### config.mk
export PLATFORM = sky130hd
export DESIGN_NAME = stream_video_frame_aligner
export DESIGN_NICKNAME = d
export VERILOG_FILES = /design/src/rtl/video_stream_pkg.sv /design/src/rtl/stream_video_skid_buf.sv /design/src/rtl/stream_video_frame_aligner.sv
export SDC_FILE = /design/constraint.sdc
export NUM_CORES = 1
export LEC_CHECK = 0
export ABC_AREA = 1
export ABC_CLOCK_PERIOD_IN_PS = 6300
export CORE_AREA = 4 4 138 140
export CTS_CLUSTER_DIAMETER = 120
export DETAILED_ROUTE_END_ITERATION = 7
export DIE_AREA = 0 0 142 144
export PLACE_DENSITY = 0.46
export SYNTH_ARGS = -nofsm -noshare
export SYNTH_HDL_FRONTEND = slang
export SYNTH_SLANG_ARGS = --single-unit
### constraint.sdc
create_clock -name clk -period 6.3 [get_ports clk]
set_input_delay 0.63 -clock clk [delete_from_list [all_inputs] [get_ports clk]]
set_output_delay 0.63 -clock clk [all_outputs]
set_load 0.01 [all_outputs]
### src/rtl/video_stream_pkg.sv
// Shared types for the video stream conditioning path: pixel type, aligner
// state encoding, default pad pixel and line-width clamp helper.
package video_stream_pkg;

  localparam int unsigned PIXEL_WIDTH = 24;

  typedef logic [PIXEL_WIDTH-1:0] pixel_t;

  localparam pixel_t PAD_VALUE_DEFAULT = '0;

  typedef enum logic [2:0] {
    WAIT_SOF,
    PASS,
    PAD,
    PAD_SOF,
    DROP
  } align_state_t;

  // A zero width would never produce tlast, so the minimum legal line is one pixel.
  function automatic int unsigned clamp_width(input int unsigned w, input int unsigned max_w);
    if (w == 0) return 1;
    if (w > max_w) return max_w;
    return w;
  endfunction

endpackage

### src/rtl/stream_video_skid_buf.sv
// Two-entry register slice: registered outputs, registered ready, full
// throughput, output held stable while valid and not ready.
module stream_video_skid_buf #(
  parameter int unsigned WIDTH = 26
) (
  input  logic             clk,
  input  logic             reset,
  input  logic             s_valid,
  output logic             s_ready,
  input  logic [WIDTH-1:0] s_data,
  output logic             m_valid,
  input  logic             m_ready,
  output logic [WIDTH-1:0] m_data
);

  logic             skid_valid;
  logic [WIDTH-1:0] skid_data;
  logic             m_valid_d;
  logic [WIDTH-1:0] m_data_d;
  logic             skid_valid_d;
  logic [WIDTH-1:0] skid_data_d;
  logic             s_fire;

  assign s_fire = s_valid & s_ready;

  always_comb begin
    m_valid_d    = m_valid;
    m_data_d     = m_data;
    skid_valid_d = skid_valid;
    skid_data_d  = skid_data;
    if (m_ready || !m_valid) begin
      if (skid_valid) begin
        m_valid_d    = 1'b1;
        m_data_d     = skid_data;
        skid_valid_d = 1'b0;
      end else begin
        m_valid_d = s_fire;
        if (s_fire) m_data_d = s_data;
      end
    end else if (s_fire) begin
      skid_valid_d = 1'b1;
      skid_data_d  = s_data;
    end
  end

  // Ready is registered from the next skid occupancy so it stays low through reset.
  always_ff @(posedge clk or posedge reset) begin
    if (reset) begin
      m_valid    <= 1'b0;
      m_data     <= '0;
      skid_valid <= 1'b0;
      skid_data  <= '0;
      s_ready    <= 1'b0;
    end else begin
      m_valid    <= m_valid_d;
      m_data     <= m_data_d;
      skid_valid <= skid_valid_d;
      skid_data  <= skid_data_d;
      s_ready    <= ~skid_valid_d;
    end
  end

endmodule

### src/rtl/stream_video_frame_aligner.sv
// AXI4-Stream video line/frame aligner: enforces tuser on SOF and exactly
// cfg_width beats per line. Define VIDEO_ALIGN_STATS_EN for error counters.
module stream_video_frame_aligner
  import video_stream_pkg::*;
#(
  parameter int unsigned           DATA_WIDTH  = 24,
  parameter int unsigned           MAX_IMG_RES = 2048,
  parameter logic [DATA_WIDTH-1:0] PAD_VALUE   = DATA_WIDTH'(PAD_VALUE_DEFAULT),
  localparam int unsigned          CW          = $clog2(MAX_IMG_RES + 1)
) (
  input  logic                  clk,
  input  logic                  reset,
  input  logic [CW-1:0]         cfg_width,
  input  logic [DATA_WIDTH-1:0] s_axis_video_tdata,
  input  logic                  s_axis_video_tvalid,
  output logic                  s_axis_video_tready,
  input  logic                  s_axis_video_tuser,
  input  logic                  s_axis_video_tlast,
  output logic [DATA_WIDTH-1:0] m_axis_video_tdata,
  output logic                  m_axis_video_tvalid,
  input  logic                  m_axis_video_tready,
  output logic                  m_axis_video_tuser,
  output logic                  m_axis_video_tlast,
  output logic                  err_early_eol,
  output logic                  err_late_eol,
  output logic                  err_sof
`ifdef VIDEO_ALIGN_STATS_EN
  ,
  output logic [15:0]           err_early_cnt,
  output logic [15:0]           err_late_cnt,
  output logic [15:0]           err_sof_cnt
`endif
);

  align_state_t          state, state_d;
  logic [CW-1:0]         col, col_d;
  logic [CW-1:0]         width_q, width_d;
  logic [CW-1:0]         cfg_clamped;
  logic [CW-1:0]         line_w;
  logic                  core_valid;
  logic                  core_ready;
  logic [DATA_WIDTH-1:0] core_data;
  logic                  core_user;
  logic                  core_last;

  assign cfg_clamped = CW'(clamp_width(32'(cfg_width), MAX_IMG_RES));

  always_ff @(posedge clk or posedge reset) begin
    if (reset) begin
      state   <= WAIT_SOF;
      col     <= '0;
      width_q <= CW'(1);
    end else begin
      state   <= state_d;
      col     <= col_d;
      width_q <= width_d;
    end
  end

  always_comb begin
    state_d             = state;
    col_d               = col;
    width_d             = width_q;
    line_w              = width_q;
    s_axis_video_tready = 1'b0;
    core_valid          = 1'b0;
    core_data           = s_axis_video_tdata;
    core_user           = 1'b0;
    core_last           = 1'b0;
    err_early_eol       = 1'b0;
    err_late_eol        = 1'b0;
    err_sof             = 1'b0;
    case (state)
      WAIT_SOF: begin
        s_axis_video_tready = core_ready;
        if (core_ready && s_axis_video_tvalid && s_axis_video_tuser) begin
          core_valid = 1'b1;
          core_user  = 1'b1;
          width_d    = cfg_clamped;
          state_d    = PASS;
          if (cfg_clamped == CW'(1)) begin
            core_last = 1'b1;
            col_d     = '0;
          end else begin
            col_d = CW'(1);
          end
        end
      end
      PASS: begin
        if (s_axis_video_tvalid && s_axis_video_tuser && col != '0) begin
          // Mid-line SOF is left pending; the line is padded out before taking it.
          err_sof = 1'b1;
          state_d = PAD_SOF;
        end else begin
          s_axis_video_tready = core_ready;
          if (s_axis_video_tuser) line_w = cfg_clamped;
          if (core_ready && s_axis_video_tvalid) begin
            core_valid = 1'b1;
            core_user  = s_axis_video_tuser;
            if (s_axis_video_tuser) width_d = cfg_clamped;
            if (col == line_w - CW'(1)) begin
              core_last = 1'b1;
              col_d     = '0;
              if (!s_axis_video_tlast) begin
                err_late_eol = 1'b1;
                state_d      = DROP;
              end
            end else begin
              col_d = col + CW'(1);
              if (s_axis_video_tlast) begin
                err_early_eol = 1'b1;
                state_d       = PAD;
              end
            end
          end
        end
      end
      PAD, PAD_SOF: begin
        if (core_ready) begin
          core_valid = 1'b1;
          core_data  = PAD_VALUE;
          if (col == width_q - CW'(1)) begin
            core_last = 1'b1;
            col_d     = '0;
            state_d   = PASS;
          end else begin
            col_d = col + CW'(1);
          end
        end
      end
      DROP: begin
        if (s_axis_video_tvalid && s_axis_video_tuser) begin
          state_d = PASS;
        end else begin
          s_axis_video_tready = 1'b1;
          if (s_axis_video_tvalid && s_axis_video_tlast) state_d = PASS;
        end
      end
      default: state_d = WAIT_SOF;
    endcase
  end

  stream_video_skid_buf #(
    .WIDTH(DATA_WIDTH + 2)
  ) u_skid (
    .clk    (clk),
    .reset  (reset),
    .s_valid(core_valid),
    .s_ready(core_ready),
    .s_data ({core_data, core_user, core_last}),
    .m_valid(m_axis_video_tvalid),
    .m_ready(m_axis_video_tready),
    .m_data ({m_axis_video_tdata, m_axis_video_tuser, m_axis_video_tlast})
  );

`ifdef VIDEO_ALIGN_STATS_EN
  always_ff @(posedge clk or posedge reset) begin
    if (reset) begin
      err_early_cnt <= '0;
      err_late_cnt  <= '0;
      err_sof_cnt   <= '0;
    end else begin
      if (err_early_eol && err_early_cnt != '1) err_early_cnt <= err_early_cnt + 16'd1;
      if (err_late_eol && err_late_cnt != '1)   err_late_cnt  <= err_late_cnt + 16'd1;
      if (err_sof && err_sof_cnt != '1)         err_sof_cnt   <= err_sof_cnt + 16'd1;
    end
  end
`endif

endmodule
==> metrics.cfg <==
[clock_network]
cts_root_buffer=clkbuf_16
clk_latency_ps=350
cts_resized=0
cts_htree_levels=3
clock-sinks=82
cts_tree=yes
clk_pin_slew_ps=70
cts_buffers=9
hold_buffers=0
clk_path_buf_depth=2
cts_setup_buffers=0

[floorplanning]
die_x_um=142
die_h_um=144
start_util_pct=29.6
coreArea_sq_um=17800
ios=73
dieArea_sq_um=20400
num_rows=49

[drt]
vias=5090
finalWirelength_um=16300
drc_errors=0
wl_per_cell_um=15.3
drtIter0Drc=351
viasPerCell=4.79
drtAntennaViolNets=0
drtPass1Iterations=5

[timing]
fmax_ghz=0.218
drv_slew=0
post-route-period-util_pct=72.7
holdWs_ps=475
worst_pin_slew_ps=1000
period_needed_ps=4580
tns_ps=0
rsz0062_at_grt=false
finClkSkew_ps=14.0
slew_headroom_pct=33.0
setup_violations=0
hold_viol_final=0

[layout]
register_area_sq_um=2050
drive_gt1_share_pct=7.07
filler_cell_count=1876
layout.nets=875
antennaDiodeCount=0
layout_common_cells=255 x nand2_1, 102 x o21ai_0, 81 x dfrtp_1, 73 x inv_1, 72 x clkdlybuf4s50_1
area_growth_pct=24.0
multi_input_area_sq_um=2830
final_common_cell=nand2_1

[placement]
place.gp.congestion=0.898
port_buffers=72
dp_hpwl_um=12400

[logic_synthesis]
ys_seq_area_share_pct=38.9
synth_nets=814
ys_ff_latch=82
synth-async-reset-ratio_pct=100
yosys_warnings=0
yosys.area.top_type_share_pct=38.4
syn_inst=768
synth-edff-count=0
synth.largest_area_cell=dfrtp_1
synth.avg_cell_area_sq_um=6.88
yosys-top-cells-area=dfrtp_1 38%, nand2_1 18%, o21ai_0 9.7%
synth-main-ff-cell=dfrtp_1
synth_cell_types=40
syn-cell-area_sq_um=5280

[hold_path]
hp-class=flop to flop

[status]
outcome=complete, no violations

[critical_path]
crit_type=input pin to primary output
cp_max_fo=16
cp.required_ps=5670
arrival_ps=3950
cp-end-kind=primary output
startpoint_type=input pin

[grt]
track_usage_pct=16.3
grt_first_pass_wirelength_um=26300
grt-ovfl-total=0
grt_pass1_vias=4889
grt_max_degree=67
grt_antenna_before_repair=0

[run]
max_cap_viol_count=0

[pwr]
powerDensity_nw_per_um2=417
ir_drop_v=0.000192
power.total_uw=2730
power.leakage_uw=0.00306

[sequential cells by signal, indices dropped and copies added, names as in the netlist]
| name | cells |
|---|---|
| u_skid.s_ready | 1 |
| state | 3 |
| col | 12 |
| width_q | 12 |
| u_skid.skid_valid | 1 |
| u_skid.m_data | 26 |
| u_skid.skid_data | 26 |
| u_skid.m_valid | 1 |
[metal layers]
| metal | routed length [um] | vias to the layer above | track usage (%) |
|---|---|---|---|
| li1 | - | 2593 | - |
| met1 | 7810 | 2378 | 22.9 |
| met2 | 7530 | 110 | 26.0 |
| met3 | 801 | 9 | 3.60 |
| met4 | 140 | 0 | 3.18 |
| met5 | 0 | - | 0 |
[cells by family (layout without fill, tap and decap cells)]
| group | after synthesis | count (layout) | synth area share (%) |
|---|---|---|---|
| XOR/XNOR | 24 | 24 | 3.98 |
| AO/OA/AOI/OAI | 137 | 137 | 13.7 |
| buffers and inverters | 104 | 170 | 7.63 |
| flip-flops | 82 | 82 | 38.9 |
| adder cells (fa/ha/maj) | 4 | 4 | 0.947 |
| AND/OR/NAND/NOR | 417 | 417 | 34.9 |
[worst max-delay path: stages]
cell and delay (ps):
clkdlybuf4s50_1 480, nor2_1 130, nand2_1 70, nor2_2 120, nand2_2 70, nand2_4 150, nand2_1 130, nand2_1 120
nand2_4 90, ha_1 310, xor2_1 130, nand3_1 150, inv_1 80, nand2_1 50, nor2_1 80, nand2_1 70
nor2_2 90, nand2_2 70, nor2_4 140, nand2_1 90, nor2_1 130, clkdlybuf4s50_1 570
[power breakdown]
part	switching, uW	internal, uW
combinational	727	471
sequential	183	744
clock	250	356
[cells in the mapped netlist, types with 2 or more instances]
cell	number
ha_1	4
inv_2	3
nor4_1	3
a21oi_1	11
o22ai_1	12
nor3_2	3
nand4_1	7
buf_2	4
nor2_2	4
nor3_1	7
a31oi_1	4
xnor2_1	2
nand2_4	5
dfrtp_1	81
nand2_1	255
xor2_1	22
o21ai_0	102
clkbuf_1	21
inv_1	74
nor2_4	5
nand3_2	5
nor2_1	65
nand2_2	9
o21ai_1	2
nand3_1	43
[layout make-up]
class | count | share of cell area [%]
Clock inverter | 7 | 1.68
Sequential cell | 82 | 31.3
Clock buffer | 9 | 3.44
Multi-Input combinational cell | 582 | 43.2
Tap cell | 229 | 4.37
Timing Repair Buffer | 77 | 11.6
Inverter | 77 | 4.43
[final timing paths]
path                                          start              endpoint  slack (ps)  cells after the start
max in group asynchronous                     reset           width_q[11]        4570                      3
worst min-delay path            u_skid.skid_data[1]   u_skid.skid_data[1]         480                      2
worst max register to register             state[2]  u_skid.skid_data[20]        2810                     13
worst max-delay path                   cfg_width[8]          err_late_eol        1720                     22
worst min register to register  u_skid.skid_data[1]   u_skid.skid_data[1]         480                      2
min in group asynchronous                     reset  u_skid.skid_data[11]         550                      2
[metrics by stage]
step,setup slack (ps),area [sq um],cells,utilization (%)
floorplan,3110,5280,768,-
global placement,1760,6210,1047,34.8
detailed placement,1750,6210,1047,34.8
CTS,1730,6550,1063,36.7
global route,1330,6550,1063,36.7
finish,1720,6550,1063,36.7
No activity file was read; power rests on OpenSTA's default activity.
